$ cat src/rtl/cnn_layer_accel_weight_seq_ctrl_if.sv
// Handshake bundle between the weight sequencer and the weight-fetch stage.
// The sequencer presents table selection values; the consumer answers with seq_rdy.
interface cnn_layer_accel_weight_seq_ctrl_if;
   logic       seq_valid;
   logic       seq_rdy;
   logic [1:0] gray_code;
   logic       sequence_selector;
   logic [2:0] seq_data_addr;

   modport master (
      output seq_valid,
      output gray_code,
      output sequence_selector,
      output seq_data_addr,
      input  seq_rdy
   );

   modport slave (
      input  seq_valid,
      input  gray_code,
      input  sequence_selector,
      input  seq_data_addr,
      output seq_rdy
   );
endinterface

$ cat src/rtl/cnn_layer_accel_weight_seq_ctrl.sv
// QUAD weight sequence table driver: walks entries per column, toggles selector per column, gray code per row.
// Optional stall counter output perf_stall_cnt is enabled by defining CNN_LAYER_ACCEL_WSEQ_PERF_EN.
module cnn_layer_accel_weight_seq_ctrl #(
   parameter int C_COL_W   = 10,
   parameter int C_ROW_W   = 10,
   parameter int C_SEQ_LEN = 5
) (
   input  logic                 clk,
   input  logic                 rst,
   input  logic                 start,
   input  logic                 abort,
   input  logic [C_COL_W-1:0]   cfg_num_cols,
   input  logic [C_ROW_W-1:0]   cfg_num_rows,
   cnn_layer_accel_weight_seq_ctrl_if.master seq,
   output logic                 busy,
   output logic                 done
`ifdef CNN_LAYER_ACCEL_WSEQ_PERF_EN
   ,
   output logic [31:0]          perf_stall_cnt
`endif
);

   localparam logic [2:0] LAST_ADDR = 3'(C_SEQ_LEN - 1);

   typedef enum logic [1:0] {S_IDLE, S_RUN, S_DONE} state_t;

   state_t               state;
   state_t               next_state;
   logic [2:0]           addr_q;
   logic                 sel_q;
   logic [1:0]           gray_q;
   logic [C_COL_W-1:0]   col_cnt;
   logic [C_ROW_W-1:0]   row_cnt;
   logic [C_COL_W-1:0]   num_cols_q;
   logic [C_ROW_W-1:0]   num_rows_q;

   logic cfg_ok;
   logic take_start;
   logic beat;
   logic end_col;
   logic end_row;
   logic last_beat;

   assign cfg_ok     = (|cfg_num_cols) && (|cfg_num_rows);
   assign take_start = (state == S_IDLE) && start && !abort;
   assign beat       = (state == S_RUN) && seq.seq_rdy && !abort;
   assign end_col    = (addr_q == LAST_ADDR);
   assign end_row    = end_col && (col_cnt == num_cols_q - C_COL_W'(1));
   assign last_beat  = end_row && (row_cnt == num_rows_q - C_ROW_W'(1));

   always_ff @(posedge clk or negedge rst) begin
      if (!rst) begin
         state <= S_IDLE;
      end else begin
         state <= next_state;
      end
   end

   always_comb begin
      next_state = state;
      case (state)
         S_IDLE: begin
            if (take_start) begin
               next_state = cfg_ok ? S_RUN : S_DONE;
            end
         end
         S_RUN: begin
            if (abort) begin
               next_state = S_IDLE;
            end else if (beat && last_beat) begin
               next_state = S_DONE;
            end
         end
         S_DONE: begin
            next_state = S_IDLE;
         end
         default: begin
            next_state = S_IDLE;
         end
      endcase
   end

   always_comb begin
      seq.seq_valid         = (state == S_RUN);
      seq.gray_code         = gray_q;
      seq.sequence_selector = sel_q;
      seq.seq_data_addr     = addr_q;
      busy                  = (state != S_IDLE);
      done                  = (state == S_DONE);
   end

   // The final beat leaves the position untouched; DONE and abort both park it at the idle values.
   always_ff @(posedge clk or negedge rst) begin
      if (!rst) begin
         addr_q     <= '0;
         sel_q      <= 1'b1;
         gray_q     <= 2'b00;
         col_cnt    <= '0;
         row_cnt    <= '0;
         num_cols_q <= '0;
         num_rows_q <= '0;
      end else if (take_start) begin
         num_cols_q <= cfg_num_cols;
         num_rows_q <= cfg_num_rows;
         addr_q     <= '0;
         sel_q      <= 1'b1;
         gray_q     <= 2'b00;
         col_cnt    <= '0;
         row_cnt    <= '0;
      end else if (((state == S_RUN) && abort) || (state == S_DONE)) begin
         addr_q     <= '0;
         sel_q      <= 1'b1;
         gray_q     <= 2'b00;
         col_cnt    <= '0;
         row_cnt    <= '0;
      end else if (beat && !last_beat) begin
         if (!end_col) begin
            addr_q <= addr_q + 3'd1;
         end else begin
            addr_q <= '0;
            if (end_row) begin
               col_cnt <= '0;
               sel_q   <= 1'b1;
               row_cnt <= row_cnt + C_ROW_W'(1);
               gray_q  <= {gray_q[0], ~gray_q[1]};
            end else begin
               col_cnt <= col_cnt + C_COL_W'(1);
               sel_q   <= ~sel_q;
            end
         end
      end
   end

`ifdef CNN_LAYER_ACCEL_WSEQ_PERF_EN
   always_ff @(posedge clk or negedge rst) begin
      if (!rst) begin
         perf_stall_cnt <= '0;
      end else if (take_start) begin
         perf_stall_cnt <= '0;
      end else if ((state == S_RUN) && !seq.seq_rdy && (perf_stall_cnt != 32'hFFFF_FFFF)) begin
         perf_stall_cnt <= perf_stall_cnt + 32'd1;
      end
   end
`endif

endmodule

$ cat src/flat_wrapper.sv
// flat-port wrapper written by rule: the top's interface ports become plain ports
module cnn_layer_accel_weight_seq_ctrl_flat 
#(
   parameter int C_COL_W   = 10,
   parameter int C_ROW_W   = 10,
   parameter int C_SEQ_LEN = 5
)
  (clk, rst, start, abort, cfg_num_cols, cfg_num_rows, busy, done, seq_seq_valid, seq_gray_code, seq_sequence_selector, seq_seq_data_addr, seq_seq_rdy);
  cnn_layer_accel_weight_seq_ctrl_if seq_i ();
  input  logic clk;
  input  logic rst;
  input  logic start;
  input  logic abort;
  input  logic [C_COL_W-1:0] cfg_num_cols;
  input  logic [C_ROW_W-1:0] cfg_num_rows;
  output logic busy;
  output logic done;
  output wire logic [$bits(seq_i.seq_valid)-1:0] seq_seq_valid;
  output wire logic [$bits(seq_i.gray_code)-1:0] seq_gray_code;
  output wire logic [$bits(seq_i.sequence_selector)-1:0] seq_sequence_selector;
  output wire logic [$bits(seq_i.seq_data_addr)-1:0] seq_seq_data_addr;
  input wire logic [$bits(seq_i.seq_rdy)-1:0] seq_seq_rdy;
  assign seq_seq_valid = seq_i.seq_valid;
  assign seq_gray_code = seq_i.gray_code;
  assign seq_sequence_selector = seq_i.sequence_selector;
  assign seq_seq_data_addr = seq_i.seq_data_addr;
  assign seq_i.seq_rdy = seq_seq_rdy;
  cnn_layer_accel_weight_seq_ctrl #(.C_COL_W(C_COL_W), .C_ROW_W(C_ROW_W), .C_SEQ_LEN(C_SEQ_LEN)) u_core (.clk(clk), .rst(rst), .start(start), .abort(abort), .cfg_num_cols(cfg_num_cols), .cfg_num_rows(cfg_num_rows), .seq(seq_i), .busy(busy), .done(done));
endmodule
$ cat config.mk
export PLATFORM = sky130hd
export DESIGN_NAME = cnn_layer_accel_weight_seq_ctrl_flat
export DESIGN_NICKNAME = d
export VERILOG_FILES = /design/src/rtl/cnn_layer_accel_weight_seq_ctrl_if.sv /design/src/rtl/cnn_layer_accel_weight_seq_ctrl.sv /design/src/flat_wrapper.sv
export SDC_FILE = /design/constraint.sdc
export NUM_CORES = 1
export LEC_CHECK = 0
export ABC_CLOCK_PERIOD_IN_PS = 4200
export CORE_MARGIN = 2
export CORE_UTILIZATION = 57
export CTS_CLUSTER_DIAMETER = 100
export DETAILED_ROUTE_END_ITERATION = 7
export PLACE_DENSITY = 0.81
export RECOVER_POWER = 100
export SLEW_MARGIN = 10
export SYNTH_ARGS = -nofsm -noshare
export SYNTH_HDL_FRONTEND = slang
export SYNTH_SLANG_ARGS = --single-unit
$ cat constraint.sdc
create_clock -name clk -period 4.2 [get_ports clk]
set_clock_uncertainty 0.2 [all_clocks]
set_input_delay 1.26 -clock clk [delete_from_list [all_inputs] [get_ports clk]]
set_output_delay 1.26 -clock clk [all_outputs]
set_load 0.02 [all_outputs]
==> results of run 1 <==
[cells by family (layout without fill, tap and decap cells)]
logic type | count (synthesis) | after routing | share of synthesized area, %
DFF | 48 | 48 | 39.55
AOI/OAI and AO/OA | 76 | 76 | 17.20
and+or+nand+nor | 126 | 126 | 22.51
adders and majority gates | 6 | 6 | 2.469
buffers and inverters | 29 | 61 | 3.745
muxes | 19 | 19 | 6.872
xor gates and xnor gates | 25 | 25 | 7.654
[stage by stage]
step	instances	worst slack, ns	instance area [sq um]	utilization [%]
finish	431	0.7565	3496	68.01
global route	431	0.4780	3496	68.01
CTS	431	0.9020	3517	68.43
detailed placement	424	0.7227	3440	66.92
global placement	424	0.7872	3440	66.92
floorplan	329	0.9742	3040	-
[power breakdown]
group	total [W]	switching (W)	internal, W
Combinational	0.000367	0.000189	0.000178
Sequential	0.000602	0.0000827	0.000520
Clock	0.000263	0.000150	0.000114
Total	0.00123	0.000421	0.000812
[routing by layer]
metal / share of wire, % / global-route usage, % / vias up
li1: - / - / 1265
met1: 46 / 30.02 / 1224
met2: 51 / 43.16 / 27
met3: 2.2 / 4.471 / 6
met4: 1.1 / 5.000 / 0
met5: 0 / 0 / -
[worst max-delay path, cell delays in order, from the launching register on]
cell and delay, ns:
dfrtp_1 0.41, inv_1 0.07, ha_1 0.24, nor2b_1 0.18, a2111o_1 0.40, and3_1 0.18, a2111o_1 0.49, a2111oi_0 0.79
a31oi_1 0.16, o21a_1 0.22
[registers in the layout, indices dropped and copies added, names as in the netlist]
name and count:
u_core.seq.gray_code 2, u_core.num_cols_q 10, u_core.seq.seq_data_addr 3, u_core.row_cnt 10, u_core.col_cnt 10, u_core.state 2
u_core.seq.sequence_selector 1, u_core.num_rows_q 10
[path summary, 6_finish.rpt]
check | from | to | slack [ns] | cells after the start
min | u_core.seq.sequence_selector$_DFFE_PN1P_ | u_core.seq.sequence_selector$_DFFE_PN1P_ | 0.34 | 2
min in group asynchronous | rst | u_core.num_cols_q[8]$_DFFE_PN0P_ | 0.95 | 1
max reg2reg | u_core.num_cols_q[0]$_DFFE_PN0P_ | u_core.row_cnt[9]$_DFFE_PN0P_ | 0.76 | 9
min reg2reg | u_core.seq.sequence_selector$_DFFE_PN1P_ | u_core.seq.sequence_selector$_DFFE_PN1P_ | 0.34 | 2
max in group asynchronous | rst | u_core.num_cols_q[0]$_DFFE_PN0P_ | 2.18 | 1
max | u_core.num_cols_q[0]$_DFFE_PN0P_ | u_core.row_cnt[9]$_DFFE_PN0P_ | 0.76 | 9
[layout by cell type (no fill, tap or decap), types with 8 or more instances in the layout]
| master | synthesis | final |
|---|---|---|
| nand2_1 | 27 | 27 |
| dlygate4sd3_1 | 0 | 10 |
| nor2_1 | 18 | 18 |
| xnor2_1 | 11 | 11 |
| nand3_1 | 14 | 14 |
| o31ai_1 | 8 | 8 |
| o21ai_0 | 17 | 17 |
| clkdlybuf4s50_1 | 0 | 22 |
| inv_1 | 17 | 17 |
| mux2_2 | 15 | 15 |
| a21oi_1 | 18 | 18 |
| xor2_1 | 13 | 13 |
| and3_1 | 9 | 9 |
| nand4_1 | 8 | 8 |
| dfrtp_1 | 47 | 47 |
[layout make-up]
class	count	area (sq um)
Sequential cell	48	1202
Timing Repair Buffer	37	351.6
Clock buffer	6	72.57
Inverter	17	63.81
Clock inverter	1	5.005
Fill cell	442	1644
Tap cell	70	87.58
Multi-Input combinational cell	252	1713
==> impl_summary.log, run 1 <==
[metrics] run status: finished clean
[metrics] leakage power figure: 1.452 nW
[metrics] arrival time of data at the critical path endpoint: 3.44 ns
[metrics] main area contributors after synthesis: dfrtp_1 (39%), mux2_2 (5.6%), xor2_1 (3.7%), nand2_1 (3.3%), xnor2_1 (3.2%)
[metrics] Die Span Y: between 70 and 80 microns
[metrics] half-perimeter wire length after detailed placement: 4.903 mm
[metrics] Pwr Density: ~350 nW/um^2
[metrics] number of buffers created by CTS: 5
[metrics] Final Net Count: 392
[metrics] largest net degree at the start of global routing: 49
[metrics] total negative slack: 0 ns
[metrics] number of routed nets with antenna violations: 0
[metrics] clock edge transition at the registers on the reported setup and hold paths: around 0.080 ns
[metrics] Worst EP required: ~4.2 ns
[metrics] placeable core region: 5140 sq um
[metrics] time the worst path needs with I/O delays and setup: approximately 3.4 ns
[metrics] number of maximum-capacitance constraint violations: 0
[metrics] H-tree level count: 2
[metrics] sequential area share after synthesis: ~40%
[metrics] critical path class: flip-flop to flip-flop
[metrics] final max-slew violation count: 0
[metrics] cell area after technology mapping: 3040 sq um
[metrics] buffer cell driving the clock tree root: clkbuf_8
[metrics] Period Utilization, post-route: around four fifths
[metrics] TritonRoute pass-1 iters: 4
[metrics] total global routing overflow: 0
[metrics] synthesized netlist net count: 360
[metrics] count of synthesis-stage warnings from yosys: 0
[metrics] final setup violation count: 0
[metrics] ys flop type: dfrtp_1
[metrics] Vias: 2522
[metrics] number of vias per cell after detailed routing: 5.852
[metrics] initial drt markers: 142
[metrics] via count of the first global-routing pass: 2441
[metrics] most frequent cell after synthesis: dfrtp_1
[metrics] post-synthesis cell type with the largest combined area: dfrtp_1
[metrics] Routed wire per std cell: 15.17 microns
[metrics] proportion of synthesized flip-flops having asynchronous set or reset: 100.0%
[metrics] wirelength, routed: 6.540 mm
[metrics] signed area change from the synthesized netlist to the final layout: 14.98%
[metrics] worst hold path type: flip-flop to flip-flop
[metrics] number of cells produced by synthesis: between 300 and 400
[metrics] global routing usage summed across all routing layers: 23.96%
[metrics] fraction of layout instances using a drive strength above 1: around a tenth
[metrics] clock latency at the later pin of the worst-skew pair: 0.30 ns
[metrics] Synth cell types: 52
[metrics] Yosys top cell area share: between 30% and 40%
[metrics] die width: 77.04 microns
[metrics] post-synthesis register bit count: 48
[metrics] count of instances resized after the clock tree is built: 0
[metrics] maximum frequency from static timing analysis: 290.4 MHz
[metrics] setup repair after global routing missed its margin: no
[metrics] EDFF count, synth: 0
[metrics] antenna violations before repair: 0
[metrics] first-pass GRT wire length: 11.51 mm
[metrics] maximum VDD drop: around 0.28 mV
[metrics] worst hold margin: 0.3434 ns
[metrics] Diodes inserted: 0
[metrics] total power: 0.001233 W
[metrics] clk sink count: 48
[metrics] crit path capture type: flip-flop
[metrics] number of buffer cells added on primary ports: 33
[metrics] postcts setup bufs: 0
[metrics] DRC: 0
[metrics] hold-fix buffers at CTS: 0
[metrics] CTS tree: yes
[metrics] startpoint types: flip-flop
[metrics] Bufs on Longest Clock Path: 2
[metrics] normalized max-slew margin: 23.50%
[metrics] Initial Utilization: 59.15%
[metrics] actual transition at the worst max-transition pin: 1.147 ns
[metrics] average instance area after synthesis: about 9.2 sq um
[metrics] number of core rows: 26
[metrics] number of hold violations in the final report: 0
[metrics] area enclosed by the die boundary: approximately 5900 sq um
[metrics] Top Ports: 34
[metrics] GP Congestion: 0.8224
[metrics] leading cell types by count after synthesis: dfrtp_1 (47), nand2_1 (27), a21oi_1 (18), nor2_1 (18)
[metrics] crit-path max FO: 5
No activity file was read; power rests on OpenSTA's default activity.
==> run 2: changes to the inputs <==
- ABC_CLOCK_PERIOD_IN_PS: 4200 -> 2750
- CORE_UTILIZATION: 57 -> 51
- PLACE_DENSITY: 0.81 -> 0.76
- clock period: 4.2 -> 2.75 ns (I/O delays scaled with it)
==> run 2 against run 1 <==
Effect of this change: the run now ends with setup timing left; global-route usage rose by 2.0 points; worst setup slack got worse by 0.83 ns; wire length grew 24%; total power increased by 78%; sequential power grew 50%; clock-buffer cell count increased by 2; clock power increased by 66%; non-clock buffer count increased by 42; via count rose by 14%; core utilization rose by 1.6 points; register-to-register slack got worse by 0.83 ns; largest cell class unchanged; highest routed layer unchanged.
==> impl_summary.log, run 2 (same netlist as run 1, synthesis figures left out) <==
[metrics] buffer cell driving the clock tree root: clkbuf_8
[metrics] Pwr Density: 537.4 nW/um^2 (+52%)
[metrics] number of routed nets with antenna violations: 0 (unchanged)
[metrics] worst hold margin: 0.3526 ns (+0.009282 ns)
[metrics] largest net degree at the start of global routing: 27 (-45%)
[metrics] number of buffers created by CTS: 5 (unchanged)
[metrics] leakage power figure: 1.702 nW (+17%)
[metrics] time the worst path needs with I/O delays and setup: 2.820 ns (-0.6236 ns)
[metrics] signed area change from the synthesized netlist to the final layout: 34.03%
[metrics] crit path capture type: flip-flop
[metrics] top library cells by usage in the layout, fill and taps aside: dfrtp_1 (47), buf_4 (41), nand2_1 (25), clkdlybuf4s50_1 (23), nor2_1 (18)
[metrics] number of buffer cells added on primary ports: 33 (unchanged)
[metrics] Top Ports: 34 (unchanged)
[metrics] normalized max-slew margin: 16.91% (-6.6 points)
[metrics] DRC: 0 (unchanged)
[metrics] GP Congestion: 0.9236 (+12%)
[metrics] run status: finished, violations left
[metrics] Diodes inserted: 0 (unchanged)
[metrics] number of hold violations in the final report: 0 (unchanged)
[metrics] Period Utilization, post-route: 102.5% (+21 points)
[metrics] critical path class: flip-flop to flip-flop
[metrics] startpoint types: flip-flop
[metrics] Vias: 2878 (+14%)
[metrics] antenna violations before repair: 0 (unchanged)
[metrics] die width: 81.21 microns (+5.4%)
[metrics] Routed wire per std cell: 16.88 microns (+11%)
[metrics] maximum VDD drop: 0.3664 mV (+33%)
[metrics] total negative slack: -0.2897 ns (-0.2897 ns)
[metrics] flop2flop setup slack: -0.07 ns (-0.83 ns)
[metrics] maximum frequency from static timing analysis: 354.6 MHz (+22%)
[metrics] Worst Slack Setup Final: -0.06986 ns (-0.8264 ns)
[metrics] setup repair after global routing missed its margin: yes
[metrics] total power: 0.002190 W (+78%)
[metrics] Final Net Count: 435 (+11%)
[metrics] clk sink count: 48 (unchanged)
[metrics] number of core rows: 28 (+7.7%)
[metrics] Bufs on Longest Clock Path: 2 (unchanged)
[metrics] total global routing overflow: 0 (unchanged)
[metrics] TritonRoute pass-1 iters: 4 (unchanged)
[metrics] hold-fix buffers at CTS: 0 (unchanged)
[metrics] H-tree level count: 2 (unchanged)
[metrics] Initial Utilization: 51.97% (-7.2 points)
[metrics] CTS tree: yes
[metrics] area enclosed by the die boundary: 6595 sq um (+11%)
[metrics] clock latency at the later pin of the worst-skew pair: 0.30 ns (about the same)
[metrics] placeable core region: 5851 sq um (+14%)
[metrics] via count of the first global-routing pass: 2835 (+16%)
[metrics] most common library cell in the layout ignoring fill and taps: dfrtp_1
[metrics] fraction of layout instances using a drive strength above 1: 27.41% (+17 points)
[metrics] final setup violation count: 7 (+7)
[metrics] Die Span Y: 81.21 microns (+5.4%)
[metrics] worst hold path type: flip-flop to flip-flop
[metrics] number of maximum-capacitance constraint violations: 0 (unchanged)
[metrics] number of vias per cell after detailed routing: 5.996 (+2.5%)
[metrics] global routing usage summed across all routing layers: 26.00% (+2.0 points)
[metrics] first-pass GRT wire length: 13.20 mm (+15%)
[metrics] arrival time of data at the critical path endpoint: 2.85 ns (-0.59 ns)
[metrics] failing checks: setup timing
[metrics] Util after Layout: 69.65% (+1.6 points)
[metrics] final max-slew violation count: 0 (unchanged)
[metrics] half-perimeter wire length after detailed placement: 5.754 mm (+17%)
[metrics] Worst EP required: 2.78 ns (-1.42 ns)
[metrics] initial drt markers: 198 (+39%)
[metrics] wirelength, routed: 8.104 mm (+24%)
[metrics] crit-path max FO: 5 (unchanged)
[metrics] actual transition at the worst max-transition pin: 1.246 ns (+0.09896 ns)
[metrics] clock edge transition at the registers on the reported setup and hold paths: 0.09 ns (about the same)
-- run 2: cell types whose count changed in the layout (fill, tap and decap cells not counted), moves of 3 or more --
cell       change
inv_1          -4
a2111oi_4      +3
xnor2_2        +3
inv_2          +4
a21oi_1        -4
a21oi_2        +4
xnor2_1        -3
buf_4         +38
-- run 2: worst paths after layout --
check	startpoint	to	depth (start not counted)
worst max-delay path	u_core.num_cols_q[1]$_DFFE_PN0P_	u_core.row_cnt[3]$_DFFE_PN0P_	9
max in group asynchronous	rst	u_core.seq.seq_data_addr[2]$_DFFE_PN0P_	2
worst min-delay path	u_core.seq.sequence_selector$_DFFE_PN1P_	u_core.seq.sequence_selector$_DFFE_PN1P_	2
worst max register to register	u_core.num_cols_q[1]$_DFFE_PN0P_	u_core.row_cnt[3]$_DFFE_PN0P_	9
worst min register to register	u_core.seq.sequence_selector$_DFFE_PN1P_	u_core.seq.sequence_selector$_DFFE_PN1P_	2
min in group asynchronous	rst	u_core.num_cols_q[9]$_DFFE_PN0P_	1
-- run 2: area by class of cell --
cell class                      count  area (sq um)
Inverter                           17         63.81
Clock buffer                        8         90.09
Multi-Input combinational cell    253          1958
Sequential cell                    48          1202
Timing Repair Buffer               79         666.9
Tap cell                           75         93.84
Fill cell                         462          1775
-- run 2: critical path: stages (launching register included) --
cell and delay (ns):
dfrtp_1 0.37, inv_2 0.06, ha_4 0.16, nor2b_4 0.13, a2111o_1 0.37, and3_4 0.17
a2111o_1 0.48, a211o_4 0.33, or3_4 0.33, a21oi_2 0.15
-- run 2: power by group --
group	internal, W	switching [W]	total, W
clock	0.000206	0.000232	0.000437
sequential	0.000794	0.000112	0.000906
combinational	0.000420	0.000426	0.000847
total	0.00142	0.000771	0.00219
-- run 2: per-layer routing --
metal	share of wire, %	up-vias	GRT usage (%)
met5	0	-	0
met4	2.3	0	9.661
met3	3.5	19	3.222
met2	53	74	47.02
met1	41	1425	31.54
li1	-	1360	-
-- run 2: timing repair --
action | CTS | global route
pin swaps | 14 | 11
resized for setup | 15 | 21
endpoints found under the setup margin | 26 | 27
cloned | 1 | 0
buffers inserted | 1 | 3
hold endpoints to repair | 0 | 0
-- run 2: stage by stage --
step,cells,cell area (sq um),setup slack [ns]
2_1_floorplan,329,3126,-0.01486
3_3_place_gp,469,3829,-0.1106
5_1_grt,480,4075,-0.1483
4_1_cts,478,3979,-0.1191
3_5_place_dp,469,3829,-0.2114
6_report,480,4075,-0.06986
==> run 3: changes to the inputs <==
- CELL_PAD_IN_SITES_DETAIL_PLACEMENT: not set -> 1
- CELL_PAD_IN_SITES_GLOBAL_PLACEMENT: not set -> 2
- CORE_UTILIZATION: 51 -> 32
==> run 3 against run 2 <==
Effect of this change: the flow still finishes with violations (setup timing); hold slack got worse by 0.0098 ns; non-clock buffer count increased by 34; wire length increased by 19%; register-to-register slack got worse by 0.03 ns; critical path depth increased by 1; first-iteration DRC count decreased by 58%; via count increased by 1.0%; worst setup slack got worse by 0.029 ns; sequential cell count unchanged.
==> impl_summary.log, run 3 (same netlist as run 1, synthesis figures left out) <==
[metrics] number of buffers created by CTS: 5 (unchanged)
[metrics] antenna violations before repair: 0 (unchanged)
[metrics] die width: 101.5 microns (+25%)
[metrics] clk sink count: 48 (unchanged)
[metrics] total global routing overflow: 0 (unchanged)
[metrics] Final Net Count: 469 (+7.8%)
[metrics] Vias: 2908 (+1.0%)
[metrics] Filler Cells Inserted: 1057 (+130%)
[metrics] first-pass GRT wire length: 15.49 mm (+17%)
[metrics] number of maximum-capacitance constraint violations: 0 (unchanged)
[metrics] H-tree level count: 2 (unchanged)
[metrics] hold-fix buffers at CTS: 0 (unchanged)
[metrics] fraction of layout instances using a drive strength above 1: 34.17% (+6.8 points)
[metrics] global routing usage summed across all routing layers: 19.34% (-6.7 points)
[metrics] total power: 0.002429 W (+11%)
[metrics] Diodes inserted: 0 (unchanged)
[metrics] top library cells by usage in the layout, fill and taps aside: buf_4 (68), dfrtp_1 (47), clkdlybuf4s50_1 (25), nand2_1 (24), nor2_1 (16)
[metrics] Die Span Y: 101.5 microns (+25%)
[metrics] Top Ports: 34 (unchanged)
[metrics] largest net degree at the start of global routing: 37 (+37%)
[metrics] TritonRoute pass-1 iters: 4 (unchanged)
[metrics] clock edge transition at the registers on the reported setup and hold paths: 0.10 ns (about the same)
[metrics] number of hold violations in the final report: 0 (unchanged)
[metrics] critical path class: flip-flop to flip-flop
[metrics] via count of the first global-routing pass: 3183 (+12%)
[metrics] buffer cell driving the clock tree root: clkbuf_8
[metrics] CTS tree: yes
[metrics] area used by multi-input combinational logic: 1968 sq um (+0.51%)
[metrics] maximum frequency from static timing analysis: 351.0 MHz (-1.0%)
[metrics] Bufs on Longest Clock Path: 2 (unchanged)
[metrics] wirelength, routed: 9.670 mm (+19%)
[metrics] number of core rows: 35 (+25%)
[metrics] critical path's most frequent cell: a2111o_1
[metrics] chain of cells forming the critical path: inv_2, ha_4, nor2b_4, a2111o_1, and3_4, a2111o_1, buf_4, a211o_4, or3_4, a21oi_2
[metrics] arrival time of data at the critical path endpoint: 2.89 ns (+0.04 ns)
[metrics] worst hold margin: 0.3428 ns (-0.009833 ns)
[metrics] setup repair after global routing missed its margin: yes
[metrics] DRC: 0 (unchanged)
[metrics] Period Utilization, post-route: 103.6% (+1.1 points)
[metrics] normalized max-slew margin: 34.54% (+18 points)
[metrics] failing checks: setup timing
[metrics] worst hold path type: primary input to asynchronous set/reset pin
[metrics] area of placed instances: 4051 sq um (+5.8%)
[metrics] leakage power figure: 1.886 nW (+11%)
[metrics] area enclosed by the die boundary: 10300 sq um (+56%)
[metrics] half-perimeter wire length after detailed placement: 7.055 mm (+23%)
[metrics] GP Congestion: 0.7881 (-15%)
[metrics] Initial Utilization: 32.90% (-19 points)
[metrics] final max-slew violation count: 0 (unchanged)
[metrics] number of vias per cell after detailed routing: 5.120 (-15%)
[metrics] initial drt markers: 84 (-58%)
[metrics] final setup violation count: 9 (+2)
[metrics] crit path capture type: flip-flop
[metrics] number of routed nets with antenna violations: 0 (unchanged)
[metrics] placeable core region: 9240 sq um (+58%)
[metrics] number of buffer cells added on primary ports: 33 (unchanged)
[metrics] register area: 1202 sq um (unchanged)
[metrics] signed area change from the synthesized netlist to the final layout: 46.58%
[metrics] Worst Slack Setup Final: -0.09934 ns (-0.02948 ns)
[metrics] Top Family by Delay on Critical Path: compound AO/OA/AOI/OAI gates
[metrics] run status: finished, violations left
[metrics] Worst EP required: 2.79 ns (about the same)
[metrics] CP max stage cell: a2111o_1
[metrics] startpoint types: flip-flop
[metrics] delay of the slowest critical-path stage: 0.40 ns (-0.08 ns)
[metrics] crit-path max FO: 8 (+3)
[metrics] clock latency at the later pin of the worst-skew pair: 0.31 ns (about the same)
[metrics] Pwr Density: 545.0 nW/um^2 (+1.4%)
[metrics] combined buffer and inverter count along the critical path: 2 (+1)
[metrics] time the worst path needs with I/O delays and setup: 2.849 ns (+0.02948 ns)
[metrics] Finished Cell Area: 4457 sq um (+9.4%)
[metrics] Routed wire per std cell: 17.02 microns (+0.84%)
[metrics] actual transition at the worst max-transition pin: 0.9819 ns (-0.2645 ns)
[metrics] most common library cell in the layout ignoring fill and taps: buf_4
[metrics] maximum VDD drop: 0.2706 mV (-26%)
run 3: metrics by stage:
| stage | worst slack [ns] | instances | setup TNS, ns | util, % |
|---|---|---|---|---|
| 6_report | -0.09934 | 568 | -0.5180 | 48.23 |
| 5_1_grt | -0.2318 | 568 | -5.429 | 48.23 |
| 4_1_cts | -0.04231 | 559 | -0.1729 | 46.38 |
| 3_5_place_dp | -0.4587 | 542 | -3.200 | 43.85 |
| 3_3_place_gp | -0.4591 | 542 | -2.801 | 43.85 |
| 2_1_floorplan | -0.01486 | 329 | -0.04450 | - |
run 3: routing by layer:
metal / wire length [microns] / track usage, % / part of all wire, %
met5: 0 / 0 / 0
met3: 202 / 2.277 / 2.1
met1: 4246 / 23.48 / 44
met2: 5137 / 36.37 / 53
met4: 84 / 4.470 / 0.87
run 3: what timing repair did:
item | 4_1_cts | 5_1_grt
cloned | 0 | 1
pin swaps | 14 | 13
setup buffers | 10 | 9
endpoints found under the setup margin | 27 | 29
resized for setup | 14 | 33
run 3: area by class of cell:
cell class | instances | share of cell area, %
Multi-Input combinational cell | 253 | 44.16
Sequential cell | 48 | 26.98
Timing Repair Buffer | 113 | 21.39
Tap cell | 129 | 3.622
Clock buffer | 6 | 1.628
Inverter | 17 | 1.432
Clock inverter | 2 | 0.7861
run 3: path summary, 6_finish.rpt:
kind / from / endpoint / slack [ns] / cells after the start
max: u_core.num_cols_q[0]$_DFFE_PN0P_ / u_core.row_cnt[6]$_DFFE_PN0P_ / -0.1 / 10
min: rst / u_core.num_cols_q[6]$_DFFE_PN0P_ / 0.34 / 1
max reg2reg: u_core.num_cols_q[0]$_DFFE_PN0P_ / u_core.row_cnt[6]$_DFFE_PN0P_ / -0.1 / 10
min reg2reg: u_core.num_cols_q[9]$_DFFE_PN0P_ / u_core.num_cols_q[9]$_DFFE_PN0P_ / 0.34 / 1
max in group asynchronous: rst / u_core.row_cnt[8]$_DFFE_PN0P_ / 0.58 / 2
min in group clk: u_core.num_cols_q[9]$_DFFE_PN0P_ / u_core.num_cols_q[9]$_DFFE_PN0P_ / 0.34 / 1
run 3: worst register-to-register path, delay by kind of cell, from the launching register on:
family          cells  cell delay, ns
flops               1            0.38
fa+ha+maj           1            0.16
compound gates      4            1.20
buf+inv             2            0.22
simple gates        3            0.63
run 3: report_power, final:
| group | leakage, nW | switching, W | total, W | internal, W |
|---|---|---|---|---|
| clock | 0.0552 | 0.000264 | 0.000535 | 0.000271 |
| sequential | 0.623 | 0.000104 | 0.000897 | 0.000794 |
| combinational | 1.21 | 0.000477 | 0.000997 | 0.000520 |
